$ cat src/rtl/tmds_period_arbiter.sv
// tmds_period_arbiter
//
// Purpose
//   Decides, character by character, what the three TMDS lanes carry in each
//   HDMI period. The choices are control characters, the video preamble, the
//   video guard band, active video, or data-island characters.
//   Every source signal runs through a LOOKAHEAD-deep delay line. The raw
//   dataEnable therefore acts as an early warning. Its rising edge arrives
//   10 cycles before the delayed video does, which leaves room to insert
//   8 preamble characters and 2 guard characters in front of the line.
//
// Ports
//   pixelClock       pixel-rate clock; all state updates on the rising edge
//   reset            synchronous, active-high
//   hSync, vSync     raw sync levels, aligned with dataEnable
//   dataEnable       raw active-video flag, used undelayed as lookahead
//   videoCh0..2      TMDS-encoded video characters
//   hIslandActive    horizontal-blanking data island flag; hCh0..2 its characters
//   vIslandActive    vertical-blanking data island flag; vCh0..2 its characters
//   tmdsCh0..2       registered output characters (11 cycles input-to-output)
//   collisionError   sticky; source overlap or short-blanking violation

module tmds_period_arbiter #(
    parameter int LOOKAHEAD = 10
) (
    input  logic       pixelClock,
    input  logic       reset,
    input  logic       hSync,
    input  logic       vSync,
    input  logic       dataEnable,
    input  logic [9:0] videoCh0,
    input  logic [9:0] videoCh1,
    input  logic [9:0] videoCh2,
    input  logic       hIslandActive,
    input  logic [9:0] hCh0,
    input  logic [9:0] hCh1,
    input  logic [9:0] hCh2,
    input  logic       vIslandActive,
    input  logic [9:0] vCh0,
    input  logic [9:0] vCh1,
    input  logic [9:0] vCh2,
    output logic [9:0] tmdsCh0,
    output logic [9:0] tmdsCh1,
    output logic [9:0] tmdsCh2,
    output logic       collisionError
);

    localparam logic [1:0] ST_CTRL  = 2'd0;
    localparam logic [1:0] ST_PRE   = 2'd1;
    localparam logic [1:0] ST_GUARD = 2'd2;
    localparam logic [1:0] ST_VIDEO = 2'd3;

    localparam logic [9:0] CTRL_00 = 10'b1101010100;
    localparam logic [9:0] CTRL_01 = 10'b0010101011;
    localparam logic [9:0] CTRL_10 = 10'b0101010100;
    localparam logic [9:0] CTRL_11 = 10'b1010101011;
    localparam logic [9:0] GUARD_A = 10'b1011001100;
    localparam logic [9:0] GUARD_B = 10'b0100110011;

    // Layout of one delay-line word.
    localparam int HS_BIT  = 0;
    localparam int VS_BIT  = 1;
    localparam int DE_BIT  = 2;
    localparam int HI_BIT  = 3;
    localparam int VI_BIT  = 4;
    localparam int VID_LSB = 5;
    localparam int H_LSB   = 35;
    localparam int V_LSB   = 65;
    localparam int W       = 95;

    function automatic logic [9:0] ctrl_char(input logic [1:0] sel);
        logic [9:0] c;
        case (sel)
            2'b00:   c = CTRL_00;
            2'b01:   c = CTRL_01;
            2'b10:   c = CTRL_10;
            default: c = CTRL_11;
        endcase
        return c;
    endfunction

    logic [LOOKAHEAD-1:0][W-1:0] pipe_q, pipe_d;
    logic [W-1:0]                in_bus;
    logic [W-1:0]                tap;
    logic [1:0]                  state_q, state_d;
    logic [2:0]                  cnt_q, cnt_d;
    logic [9:0]                  ch0_q, ch0_d, ch1_q, ch1_d, ch2_q, ch2_d;
    logic                        collision_q, collision_d;

    logic        hs_dly, vs_dly, de_dly, hi_dly, vi_dly;
    logic [29:0] video_dly, h_dly, v_dly;
    logic        de_prev, de_rise, de_recent, ctrl_eff, start;

    assign in_bus = {vCh2, vCh1, vCh0, hCh2, hCh1, hCh0,
                     videoCh2, videoCh1, videoCh0,
                     vIslandActive, hIslandActive, dataEnable, vSync, hSync};

    assign tap       = pipe_q[LOOKAHEAD-1];
    assign hs_dly    = tap[HS_BIT];
    assign vs_dly    = tap[VS_BIT];
    assign de_dly    = tap[DE_BIT];
    assign hi_dly    = tap[HI_BIT];
    assign vi_dly    = tap[VI_BIT];
    assign video_dly = tap[VID_LSB +: 30];
    assign h_dly     = tap[H_LSB +: 30];
    assign v_dly     = tap[V_LSB +: 30];

    // The first delay stage doubles as the previous raw dataEnable sample.
    assign de_prev = pipe_q[0][DE_BIT];
    assign de_rise = dataEnable & ~de_prev;

    // Shift the delay line by one word per pixel.
    always_comb begin
        pipe_d = {pipe_q[LOOKAHEAD-2:0], in_bus};
    end

    // A rise only earns a preamble when the whole delay line holds blanking.
    // Otherwise fewer than 10 blanking characters remain to carry it.
    always_comb begin
        de_recent = 1'b0;
        for (int i = 0; i < LOOKAHEAD; i++) begin
            de_recent = de_recent | pipe_q[i][DE_BIT];
        end
    end

    // VIDEO whose delayed dataEnable has just dropped leaves this cycle.
    // It counts as CTRL here, so a rise that follows exactly 10 blanking
    // cycles still qualifies.
    assign ctrl_eff = (state_q == ST_CTRL) | ((state_q == ST_VIDEO) & ~de_dly);
    assign start    = de_rise & ctrl_eff & ~de_recent;

    // Next-state logic. Delayed active video always wins and forces VIDEO.
    // PRE and GUARD run their full length even if raw dataEnable drops.
    // state_d describes the character being chosen this cycle, so the output
    // register follows it directly.
    always_comb begin
        state_d = state_q;
        cnt_d   = cnt_q;
        if (de_dly) begin
            state_d = ST_VIDEO;
            cnt_d   = 3'd0;
        end else if (start) begin
            state_d = ST_PRE;
            cnt_d   = 3'd0;
        end else begin
            case (state_q)
                ST_PRE: begin
                    if (cnt_q == 3'd7) begin
                        state_d = ST_GUARD;
                        cnt_d   = 3'd0;
                    end else begin
                        cnt_d = cnt_q + 3'd1;
                    end
                end
                ST_GUARD: begin
                    if (cnt_q == 3'd1) begin
                        state_d = ST_VIDEO;
                        cnt_d   = 3'd0;
                    end else begin
                        cnt_d = cnt_q + 3'd1;
                    end
                end
                default: begin
                    state_d = ST_CTRL;
                    cnt_d   = 3'd0;
                end
            endcase
        end
    end

    // Character selection: VIDEO > GUARD > PRE > h island > v island > control.
    always_comb begin
        ch0_d = CTRL_00;
        ch1_d = CTRL_00;
        ch2_d = CTRL_00;
        case (state_d)
            ST_VIDEO: begin
                {ch2_d, ch1_d, ch0_d} = video_dly;
            end
            ST_GUARD: begin
                ch0_d = GUARD_A;
                ch1_d = GUARD_B;
                ch2_d = GUARD_A;
            end
            ST_PRE: begin
                ch0_d = ctrl_char({vs_dly, hs_dly});
                ch1_d = CTRL_01;
                ch2_d = CTRL_00;
            end
            default: begin
                if (hi_dly) begin
                    {ch2_d, ch1_d, ch0_d} = h_dly;
                end else if (vi_dly) begin
                    {ch2_d, ch1_d, ch0_d} = v_dly;
                end else begin
                    ch0_d = ctrl_char({vs_dly, hs_dly});
                end
            end
        endcase
    end

    // Island flags are checked against the delayed timeline. A premature or
    // short-blanking rise is flagged as soon as it is seen on raw dataEnable.
    always_comb begin
        collision_d = collision_q
                    | (hi_dly & vi_dly)
                    | ((hi_dly | vi_dly) & (state_d != ST_CTRL))
                    | (de_rise & ~start);
    end

    always_ff @(posedge pixelClock) begin
        if (reset) begin
            pipe_q      <= '0;
            state_q     <= ST_CTRL;
            cnt_q       <= 3'd0;
            ch0_q       <= CTRL_00;
            ch1_q       <= CTRL_00;
            ch2_q       <= CTRL_00;
            collision_q <= 1'b0;
        end else begin
            pipe_q      <= pipe_d;
            state_q     <= state_d;
            cnt_q       <= cnt_d;
            ch0_q       <= ch0_d;
            ch1_q       <= ch1_d;
            ch2_q       <= ch2_d;
            collision_q <= collision_d;
        end
    end

    assign tmdsCh0        = ch0_q;
    assign tmdsCh1        = ch1_q;
    assign tmdsCh2        = ch2_q;
    assign collisionError = collision_q;

endmodule

$ cat config.mk
export PLATFORM = sky130hd
export DESIGN_NAME = tmds_period_arbiter
export DESIGN_NICKNAME = d
export VERILOG_FILES = /design/src/rtl/tmds_period_arbiter.sv
export SDC_FILE = /design/constraint.sdc
export NUM_CORES = 1
export LEC_CHECK = 0
export ABC_AREA = 1
export BUFFER_PORTS_ARGS = -buffer_cell sky130_fd_sc_hd__clkbuf_2
export CAP_MARGIN = 20
export CORE_AREA = 5 5 259 261
export CTS_CLUSTER_SIZE = 20
export DETAILED_ROUTE_END_ITERATION = 10
export DIE_AREA = 0 0 264 266
export PLACE_DENSITY = 0.72
export SLEW_MARGIN = 10
export SYNTH_ARGS = -nofsm -noshare
export SYNTH_HDL_FRONTEND = slang
export SYNTH_SLANG_ARGS = --single-unit
$ cat constraint.sdc
create_clock -name pixelClock -period 3.15 [get_ports pixelClock]
set_input_delay 0 -clock pixelClock [delete_from_list [all_inputs] [get_ports pixelClock]]
set_output_delay 0 -clock pixelClock [all_outputs]
set_load 0.05 [all_outputs]
==> metrics.md, run 1 <==
| Metric | Value |
|---|---|
| Status | complete, no violations |
| Most common cell after layout, fill and taps aside | dfxtp_1 |
| Synthesized instance count | 3,263 |
| Met3 GRT Util | 2.530% |
| Net Sw Frac | 20.45% |
| CTS root buffer | clkbuf_16 |
| Chip width | 264 um |
| Commonest cells after routing, fill and taps aside | 986 x dfxtp_1, 974 x inv_1, 971 x nor2_1 |
| Leak | 14.52 nW |
| Post-Syn Area per Cell | 8.814 sq um |
| Layout cell share with drive strength beyond 1 | 8.488% |
| Combinational fraction of design power | 2.7% |
| Maximum fanout along the worst path | 33 |
| Cell Area, Synth | 28,760 sq um |
| Routed Wire Length | 42.45 mm |
| Effective utilization at floorplan | 44.77% |
| TritonCTS Buffers | 94 |
| Initial drt markers | 692 |
| Worst slack, placed | 0.7664 ns |
| Worst Hold Class | in -> reg |
| Reg2reg end | tmdsCh1[0]$_SDFF_PP0_ |
| Post-detail-place hpwl | 26.46 mm |
| RSZ-0062 raised after global routing | false |
| Relative slew slack | 50.43% |
| Worst Slack Setup Final | 0.7455 ns |
| Grt ovf | 0 |
| DR pass1 iterations | 5 |
| Pin count of the biggest net entering global routing | 125 |
| Nets | 3,593 |
| Netlist cell types | 22 |
| Vert. Die Dim | 266 um |
| CP Capture Type | register |
| GRT met2 Usage | 20.70% |
| CP startpoint | state_q[0]$_SDFF_PP0_ |
| Busiest grt layer | met2 |
| Num Clock Sinks | 986 |
| DRC viols | 0 |
| Buffers on Ports | 127 |
| Register Area | 19,740 sq um |
| Ys Warns | 0 |
| Top-area cell type share of the netlist area | 68.64% |
| Initial antenna violation count | 1 |
| Final min period | 2.405 ns |
| Critical R2R Launch | state_q[0]$_SDFF_PP0_ |
| Int Pwr | 19.64 mW |
| TritonCTS clock tree | done |
| Pwr Density | 719.8 nW/um^2 |
| Top post-synthesis cells by area | dfxtp_1 69%, inv_1 13%, nor2_1 13% |
| First-pass GRT wire length | 74.62 mm |
| Peak VDD IR | 450.5 uV |
| Final ANT Viol Nets | 0 |
| Vias in the first global route | 16,285 |
| Final period util | 76.33% |
| Hold Fails Final Rpt | 0 |
| Area leader, netlist | dfxtp_1 |
| Fill cell count | 5,702 |
| Area of the multi-input gates | 4708 sq um |
| Slew of the pin with the lowest slew margin | 0.7436 ns |
| Reg2Reg Depth | 11 |
| Total GRT Usage | 12.40% |
| Layout Cells excl Fill | 4,414 |
| IO Count | 128 |
| Setup TNS Final | 0 ns |
| Clock Latency Late Sink | 0.63 ns |
| Synthesis-to-layout area growth | 19.28% |
| Dpl cells | 4,143 |
| Switching pwr | 5.050 mW |
| Fmax | 0.4159 GHz |
| Seq/Total Area, Yosys | 68.64% |
| Routed vias | 16,873 |
| Clock Power Share | 45.8% |
| Via/cell ratio | 3.823 |
| Post-DR wirelength/cell | 9.617 um |
| Clock-pin slew on the worst setup and hold paths | 0.06 ns |
| # Max-Cap Violations | 0 |
| Met1 usage | 15.74% |
| Reg power frac | 51.6% |
| Routability Congestion | 0.8178 |
| Critical path capture point | tmdsCh1[0]$_SDFF_PP0_ |
| Site row count | 93 |
| Clock skew | 0.02291 ns |
| Core area | 64,230 sq um |
| Critical path type | reg -> reg |
| Reg2Reg Setup Slack | 0.75 ns |
| Net Count, Synth | 3,376 |
| H-tree levels | 3 |
| Number of setup buffers added after CTS | 0 |
| Number of synthesized register bits | 986 |
| Startpoint types | register |
| Clock Path Buffers | 3 |
| Worst endpoint data arrival time | 2.96 ns |
| Final setup fails | 0 |
| Die Footprint | 70,220 sq um |
| WP data required | 3.70 ns |
| Max-slew violation count | 0 |
synthesized netlist by cell type, drive strengths merged:
cell / instances
clkbuf: 5
o21ai: 7
inv: 980
o21bai: 1
dfxtp: 986
nand3: 18
o221ai: 10
a21oi: 39
o211ai: 1
nand2: 111
a21boi: 1
o22ai: 1
o21a: 1
buf: 115
nor2: 971
ha: 16
routing by layer:
layer | routed length [um] | share of wire [%]
met5 | 0 | 0
met1 | 19910 | 47
met4 | 1400 | 3.3
met2 | 19520 | 46
met3 | 1622 | 3.8
metrics by stage:
step | hold WS, ns | total power, mW | util, % | instance area, sq um
after floorplan | 0.1070 | 13.42 | - | 28760
after global placement | 0.1967 | 13.57 | 46.87 | 30100
after detailed placement | 0.1951 | 13.58 | 46.87 | 30100
after CTS | 0.04996 | 25.05 | 53.40 | 34300
after global routing | 0.07602 | 25.69 | 53.41 | 34300
final | 0.09972 | 24.69 | 53.41 | 34300
logic make-up (layout without fill, tap and decap cells):
logic type / Yosys count / after routing / synth area share [%]
compound gates: 61 / 61 / 1.231
flops: 986 / 986 / 68.64
buf+inv: 1100 / 1395 / 14.99
simple gates: 1100 / 1100 / 14.44
fa+ha+maj: 16 / 16 / 0.6961
other cells: 0 / 1 / 0
how the worst min path moves through the flow:
stage,start,endpoint,depth (start not counted)
floorplan,dataEnable,de_prev$_SDFF_PP0_,2
global placement,vCh0[2],pipe_d[162]$_SDFF_PP0_,3
detailed placement,hCh2[6],pipe_d[156]$_SDFF_PP0_,3
CTS,hCh2[3],pipe_d[153]$_SDFF_PP0_,4
global route,vCh0[2],pipe_d[162]$_SDFF_PP0_,4
finish,vCh0[2],pipe_d[162]$_SDFF_PP0_,4
area by class of cell:
type                    instances  area share (%)
diodes                          1        0.007295
multi-input cells            1177           13.73
repair buffers                241           5.442
well taps                     855           3.119
clock buffers                 141           8.042
inverters                     980           10.73
clock inverters                33           1.393
flip-flops and latches        986           57.54
state kept, by name (all words and copies together), names as in the netlist:
register        cells
cnt_q               3
tmdsCh2            10
pipe_d            854
de_prev             1
tmdsCh0            10
state_q             2
tmdsCh1            10
collisionError      1
tap                95
power groups by stage:
| stage | combinational [mW] | clock, mW | sequential (mW) |
|---|---|---|---|
| after global routing | 0.755 | 12.2 | 12.7 |
| after global placement | 0.563 | 0 | 13.0 |
| after floorplan | 0.381 | 0 | 13.0 |
| after detailed placement | 0.571 | 0 | 13.0 |
| after CTS | 0.670 | 11.6 | 12.7 |
| final | 0.659 | 11.3 | 12.7 |
worst max-delay path, cell delays in order (launching register included):
cell	delay, ns
dfxtp_1	0.38
inv_1	0.09
ha_1	0.38
a21boi_0	0.21
nand2_1	0.09
nand2_1	0.11
inv_1	0.07
ha_1	0.22
buf_4	0.24
nor2_1	0.29
a21oi_1	0.07
a21oi_1	0.18
repair_timing:
item | 4_1_cts | 5_1_grt
hold buffers | 96 | 0
endpoints found under the hold margin | 183 | 0
resized for setup | 0 | 0
endpoints found under the setup margin | 0 | 0
Note: power is estimated with default switching activity, not from simulation.
==> run 2, diff against run 1 <==
Settings changed: PLACE_DENSITY 0.72 to 0.74.
Clock period 3.15 ns to 2 ns, I/O delays scaled along.
==> run 2 against run 1 <==
Effect of this change:
- sequential power up 58%
- clock power is 54% higher
- combinational power up 70%
- maximum frequency rose by 23%
- register-to-register slack worse by 0.71 ns
- cell count grew 0.79%
- first-iteration DRC count grew 11%
- non-clock buffer count is 37 higher
- global-route usage grew 0.32 points
- total power is 56% higher
- via count increased by 1.9%
- critical path type unchanged
- largest power group unchanged
==> metrics.md, run 2 (same netlist as run 1, synthesis figures left out) <==
| Metric | Value |
|---|---|
| Layout cell share with drive strength beyond 1 | 10.74% (was 8.488%) |
| Commonest cells after routing, fill and taps aside | 982 x dfxtp_1, 968 x inv_1, 965 x nor2_1 (was 986 x dfxtp_1, 974 x inv_1, 971 x nor2_1) |
| TritonCTS Buffers | 92 (was 94) |
| Slew of the pin with the lowest slew margin | 0.7346 ns (was 0.7436 ns) |
| Critical path type | reg -> reg (unchanged) |
| Final min period | 1.962 ns (was 2.405 ns) |
| Core area | 64,230 sq um (unchanged) |
| CTS root buffer | clkbuf_16 (unchanged) |
| Vert. Die Dim | 266 um (unchanged) |
| Hold Fails Final Rpt | 0 (unchanged) |
| Worst endpoint data arrival time | 2.47 ns (was 2.96 ns) |
| DR pass1 iterations | 5 (unchanged) |
| Clock skew | 0.02127 ns (was 0.02291 ns) |
| CP Capture Type | register (unchanged) |
| Final period util | 98.09% (was 76.33%) |
| Pwr Density | 1108 nW/um^2 (was 719.8 nW/um^2) |
| Worst Hold Class | in -> reg (unchanged) |
| # Max-Cap Violations | 0 (unchanged) |
| Status | complete, no violations (unchanged) |
| Relative slew slack | 50.51% (was 50.43%) |
| Chip width | 264 um (unchanged) |
| Max-slew violation count | 0 (unchanged) |
| Clock-pin slew on the worst setup and hold paths | 0.06 ns (about the same) |
| Layout Cells excl Fill | 4,449 (was 4,414) |
| Tot Pwr | 38.56 mW (was 24.69 mW) |
| Clock Path Buffers | 3 (unchanged) |
| Number of flip-flops in the largest register | 854 (unchanged) |
| Initial antenna violation count | 0 (was 1) |
| Vias in the first global route | 16,709 (was 16,285) |
| Worst slack, placed | -0.1911 ns (was 0.7664 ns) |
| Worst Slack Setup Final | 0.03816 ns (was 0.7455 ns) |
| DRC viols | 0 (unchanged) |
| Routability Congestion | 0.8350 (was 0.8178) |
| Fill cell count | 5,662 (was 5,702) |
| Initial drt markers | 767 (was 692) |
| Grt ovf | 0 (unchanged) |
| First-pass GRT wire length | 76.33 mm (was 74.62 mm) |
| IO Count | 128 (unchanged) |
| Via/cell ratio | 3.866 (was 3.823) |
| WP data required | 2.51 ns (was 3.70 ns) |
| Fmax | 0.5097 GHz (was 0.4159 GHz) |
| Die Footprint | 70,220 sq um (unchanged) |
| Most common cell after layout, fill and taps aside | dfxtp_1 (unchanged) |
| Dpl cells | 4,169 (was 4,143) |
| ANT cells | 0 (was 1) |
| Total GRT Usage | 12.72% (was 12.40%) |
| TritonCTS clock tree | done (unchanged) |
| Maximum fanout along the worst path | 4 (was 33) |
| Leak | 14.74 nW (was 14.52 nW) |
| Startpoint types | register (unchanged) |
| Setup TNS Final | 0 ns (unchanged) |
| Nets | 3,630 (was 3,593) |
| Buffers on Ports | 127 (unchanged) |
| Clock Latency Late Sink | 0.63 ns (about the same) |
| Routed vias | 17,201 (was 16,873) |
| Effective utilization at floorplan | 44.77% (unchanged) |
| Site row count | 93 (unchanged) |
| Num Clock Sinks | 986 (unchanged) |
| Final setup fails | 0 (unchanged) |
| Pin count of the biggest net entering global routing | 109 (was 125) |
| Final ANT Viol Nets | 0 (unchanged) |
| Post-DR wirelength/cell | 10.04 um (was 9.617 um) |
| Routed Wire Length | 44.66 mm (was 42.45 mm) |
| H-tree levels | 3 (unchanged) |
| Synthesis-to-layout area growth | 20.98% (was 19.28%) |
| Post-detail-place hpwl | 27.09 mm (was 26.46 mm) |
| Peak VDD IR | 631.1 uV (was 450.5 uV) |
| RSZ-0062 raised after global routing | true (was false) |
run 2: repair_timing:
item | 4_1_cts | 5_1_grt
endpoints found under the hold margin | 201 | 0
gates resized for setup | 16 | 61
setup endpoints to repair | 30 | 30
cloned | 0 | 2
setup buffers | 2 | 2
pin swaps | 2 | 17
hold buffers | 103 | 0
run 2: cell type report:
cell class | instances | area [sq um] | area share (%)
flip-flops and latches | 986 | 19750 | 56.76
multi-input cells | 1177 | 4945 | 14.21
inverters | 980 | 3704 | 10.64
clock buffers | 134 | 2681 | 7.707
repair buffers | 278 | 2173 | 6.247
well taps | 855 | 1070 | 3.075
clock inverters | 37 | 452.9 | 1.302
repair inverters | 2 | 20.02 | 0.05754
run 2: final timing paths:
path | from | end | slack [ns] | cells after the start
hold / removal | hCh1[7] | pipe_d[147]$_SDFF_PP0_ | 0.11 | 4
setup reg to reg | cnt_q[1]$_SDFF_PP0_ | tmdsCh1[5]$_SDFF_PP0_ | 0.04 | 13
hold reg to reg | pipe_d[510]$_SDFF_PP0_ | pipe_d[605]$_SDFF_PP0_ | 0.39 | 2
setup / recovery | cnt_q[1]$_SDFF_PP0_ | tmdsCh1[5]$_SDFF_PP0_ | 0.04 | 13
run 2: power breakdown:
part	total (mW)	internal, mW	switching (mW)
logic	1.12	0.452	0.672
clock network	17.4	10.3	7.09
registers	20.1	20.0	0.0904
total	38.6	30.7	7.85
run 2: per-stage QoR:
| step | util (%) | hold slack, ns | instance area, sq um |
|---|---|---|---|
| CTS | 53.76 | 0.06589 | 34530 |
| global route | 54.17 | 0.1068 | 34790 |
| global placement | 47.20 | 0.1955 | 30310 |
| detailed placement | 47.20 | 0.1950 | 30310 |
| finish | 54.17 | 0.1105 | 34790 |
| floorplan | - | 0.1070 | 28770 |
run 2: layer usage:
metal | track usage [%] | vias to the layer above | wire, um
met5 | 0 | - | 0
met4 | 4.909 | 0 | 1192
met3 | 2.346 | 88 | 1841
met2 | 22.06 | 270 | 21240
met1 | 15.85 | 7431 | 20390
li1 | - | 9412 | -
run 2: critical path, stage by stage, from the launching register on:
cell     delay [ns]
dfxtp_2        0.35
buf_4          0.12
inv_1          0.04
ha_2           0.18
nand2_2        0.08
nand2_1        0.07
nand3_2        0.08
nand3_2        0.09
buf_4          0.16
ha_2           0.34
nor2_4         0.04
buf_6          0.12
a21oi_1        0.11
a21oi_1        0.08
==> run 3, diff against run 2 <==
Settings changed: CORE_AREA 5 5 259 261 to 5 5 316 318, DIE_AREA 0 0 264 266 to 0 0 321 323, PLACE_DENSITY 0.74 to 0.57.
Clock period 2 ns to 1.8 ns, I/O delays scaled along.
==> run 3 against run 2 <==
Effect of this change:
- clock skew grew 0.0010 ns
- maximum frequency is essentially flat
- the run now ends with negative setup slack left
- clock power grew 17%
- non-clock buffer count grew 4
- sequential cell count is the same
- via count grew 0.41%
- critical path depth grew 3
- first-iteration DRC count shrank 17%
- hold slack lost 0.0055 ns
==> metrics.md, run 3 (same netlist as run 1, synthesis figures left out) <==
| Metric | Value |
|---|---|
| Worst endpoint data arrival time | 2.47 ns (about the same) |
| Nets | 3,637 (was 3,630) |
| ANT cells | 0 (unchanged) |
| Clock Latency Late Sink | 0.63 ns (about the same) |
| CP startpoint | state_q[0]$_SDFF_PP0_ (was cnt_q[1]$_SDFF_PP0_) |
| Fmax | 0.5098 GHz (was 0.5097 GHz) |
| Leak | 14.87 nW (was 14.74 nW) |
| Final period util | 109.0% (was 98.09%) |
| Core area | 96,280 sq um (was 64,230 sq um) |
| Finished Cell Area | 35,750 sq um (was 34,790 sq um) |
| Critical path capture point | tmdsCh0[8]$_SDFF_PP1_ (was tmdsCh1[5]$_SDFF_PP0_) |
| Site row count | 114 (was 93) |
| Final min period | 1.962 ns (about the same) |
| Most common cell after layout, fill and taps aside | dfxtp_1 (unchanged) |
| Worst Hold Class | in -> reg (unchanged) |
| Combinational fraction of design power | 3.0% (was 2.9%) |
| Final Util | 37.13% (was 54.17%) |
| Layout cell share with drive strength beyond 1 | 11.35% (was 10.74%) |
| Maximum fanout along the worst path | 14 (was 4) |
| Buffers on Ports | 127 (unchanged) |
| Relative slew slack | 72.65% (was 50.51%) |
| Effective utilization at floorplan | 29.87% (was 44.77%) |
| Vert. Die Dim | 323 um (was 266 um) |
| CTS root buffer | clkbuf_16 (unchanged) |
| Hold Fails Final Rpt | 0 (unchanged) |
| Post-DR wirelength/cell | 10.11 um (was 10.04 um) |
| TritonCTS clock tree | done (unchanged) |
| Initial antenna violation count | 1 (was 0) |
| Die Footprint | 103,700 sq um (was 70,220 sq um) |
| Number of flip-flops in the largest register | 854 (unchanged) |
| Pwr Density | 1229 nW/um^2 (was 1108 nW/um^2) |
| Status | complete, but fails checks (was complete, no violations) |
| Routability Congestion | 0.8182 (was 0.8350) |
| Clock Path Buffers | 3 (unchanged) |
| Max-slew violation count | 0 (unchanged) |
| First-pass GRT wire length | 81.43 mm (was 76.33 mm) |
| Net Sw Frac | 20.50% (was 20.36%) |
| Critical path type | reg -> reg (unchanged) |
| Total GRT Usage | 9.579% (was 12.72%) |
| Switching pwr | 9.005 mW (was 7.853 mW) |
| Int Pwr | 34.92 mW (was 30.71 mW) |
| Layout Cells excl Fill | 4,879 (was 4,449) |
| Grt ovf | 0 (unchanged) |
| Initial drt markers | 640 (was 767) |
| Clock Power Share | 46.3% (was 45.1%) |
| TritonCTS Buffers | 95 (was 92) |
| Worst Slack Setup Final | -0.1617 ns (was 0.03816 ns) |
| Reg2Reg Depth | 16 (was 13) |
| DR pass1 iterations | 4 (was 5) |
| WP data required | 2.31 ns (was 2.51 ns) |
| Reg2Reg Setup Slack | -0.16 ns (was 0.04 ns) |
| Violated checks | negative setup slack |
| Area of the multi-input gates | 5039 sq um (was 4945 sq um) |
| Via/cell ratio | 3.540 (was 3.866) |
| Critical R2R Launch | state_q[0]$_SDFF_PP0_ (was cnt_q[1]$_SDFF_PP0_) |
| Post-detail-place hpwl | 31.88 mm (was 27.09 mm) |
| Final ANT Viol Nets | 0 (unchanged) |
| Vias in the first global route | 16,574 (was 16,709) |
| Slew of the pin with the lowest slew margin | 0.4093 ns (was 0.7346 ns) |
| Reg2reg end | tmdsCh0[8]$_SDFF_PP1_ (was tmdsCh1[5]$_SDFF_PP0_) |
| # Max-Cap Violations | 0 (unchanged) |
| Num Clock Sinks | 986 (unchanged) |
| IO Count | 128 (unchanged) |
| Setup TNS Final | -3.741 ns (was 0 ns) |
| Register Area | 19,750 sq um (about the same) |
| Pin count of the biggest net entering global routing | 99 (was 109) |
| Routed vias | 17,272 (was 17,201) |
| Clock skew | 0.02230 ns (was 0.02127 ns) |
| Peak VDD IR | 621.1 uV (was 631.1 uV) |
| Dpl cells | 4,589 (was 4,169) |
| Fill cell count | 9,794 (was 5,662) |
| Final setup fails | 31 (was 0) |
| Synthesis-to-layout area growth | 24.30% (was 20.98%) |
| CP Capture Type | register (unchanged) |
| DRC viols | 0 (unchanged) |
| Routed Wire Length | 49.31 mm (was 44.66 mm) |
| Startpoint types | register (unchanged) |
| Chip width | 321 um (was 264 um) |
| Post-DP Area | 31,030 sq um (was 30,310 sq um) |
| H-tree levels | 3 (unchanged) |
| Clock-pin slew on the worst setup and hold paths | 0.06 ns (about the same) |
| Commonest cells after routing, fill and taps aside | 982 x dfxtp_1, 967 x inv_1, 966 x nor2_1 (was 982 x dfxtp_1, 968 x inv_1, 965 x nor2_1) |
| Reg power frac | 50.7% (was 52.0%) |
| RSZ-0062 raised after global routing | true (unchanged) |
==> run 3: how the worst min path moves through the flow <==
stage	startpoint	end	cells after the start
after detailed placement	hCh2[4]	pipe_d[154]$_SDFF_PP0_	3
after floorplan	dataEnable	de_prev$_SDFF_PP0_	2
after global routing	hCh0[9]	pipe_d[139]$_SDFF_PP0_	4
after CTS	hCh2[4]	pipe_d[154]$_SDFF_PP0_	4
final	hCh1[9]	pipe_d[149]$_SDFF_PP0_	4
after global placement	vCh0[3]	pipe_d[163]$_SDFF_PP0_	3
==> run 3: what timing repair did <==
action,CTS,global route
hold endpoints to repair,243,0
gates resized for setup,28,38
pin swaps,8,15
cloned,0,2
hold buffers,103,0
endpoints found under the setup margin,31,31
buffers inserted,5,4
==> run 3: final cells by class <==
| class | instances | share of cell area, % |
|---|---|---|
| repair buffers | 282 | 6.468 |
| repair inverters | 2 | 0.04900 |
| well taps | 1276 | 4.466 |
| clock inverters | 38 | 1.267 |
| flip-flops and latches | 986 | 55.25 |
| inverters | 980 | 10.42 |
| multi-input cells | 1177 | 14.09 |
| clock buffers | 138 | 7.980 |
==> run 3: power by group through the flow <==
stage | Clock [mW] | Combinational, mW | Sequential [mW]
floorplan | 0 | 0.680 | 22.8
global placement | 0 | 1.10 | 22.8
detailed placement | 0 | 1.11 | 22.8
CTS | 21.0 | 1.33 | 22.3
global route | 22.0 | 1.49 | 22.3
finish | 20.3 | 1.31 | 22.3
==> run 3: metrics by stage <==
stage	hold slack [ns]	setup WS (ns)	total power, mW
detailed placement	0.1951	-0.2624	23.89
floorplan	0.1070	-0.06193	23.49
finish	0.1051	-0.1617	43.92
global placement	0.1968	-0.2156	23.88
global route	0.07332	-0.2952	45.81
CTS	0.04080	-0.1483	44.65
==> run 3: routing by layer <==
metal	up-vias	share of wire (%)	GRT usage (%)
li1	9441	-	-
met1	7456	44	11.53
met2	246	47	16.10
met3	129	4.1	2.065
met4	0	4.9	5.124
met5	-	0	0
==> run 3: critical path, cell delays in order (launching register included) <==
cell     delay [ns]
dfxtp_4        0.37
inv_4          0.07
ha_4           0.12
inv_2          0.03
nand2_2        0.04
nand2_1        0.05
nor2_1         0.11
nand2_2        0.11
nand2_2        0.10
nand2_4        0.07
inv_4          0.09
ha_4           0.18
inv_8          0.06
nand2_8        0.12
inv_6          0.10
a21oi_2        0.14
nand3_1        0.08
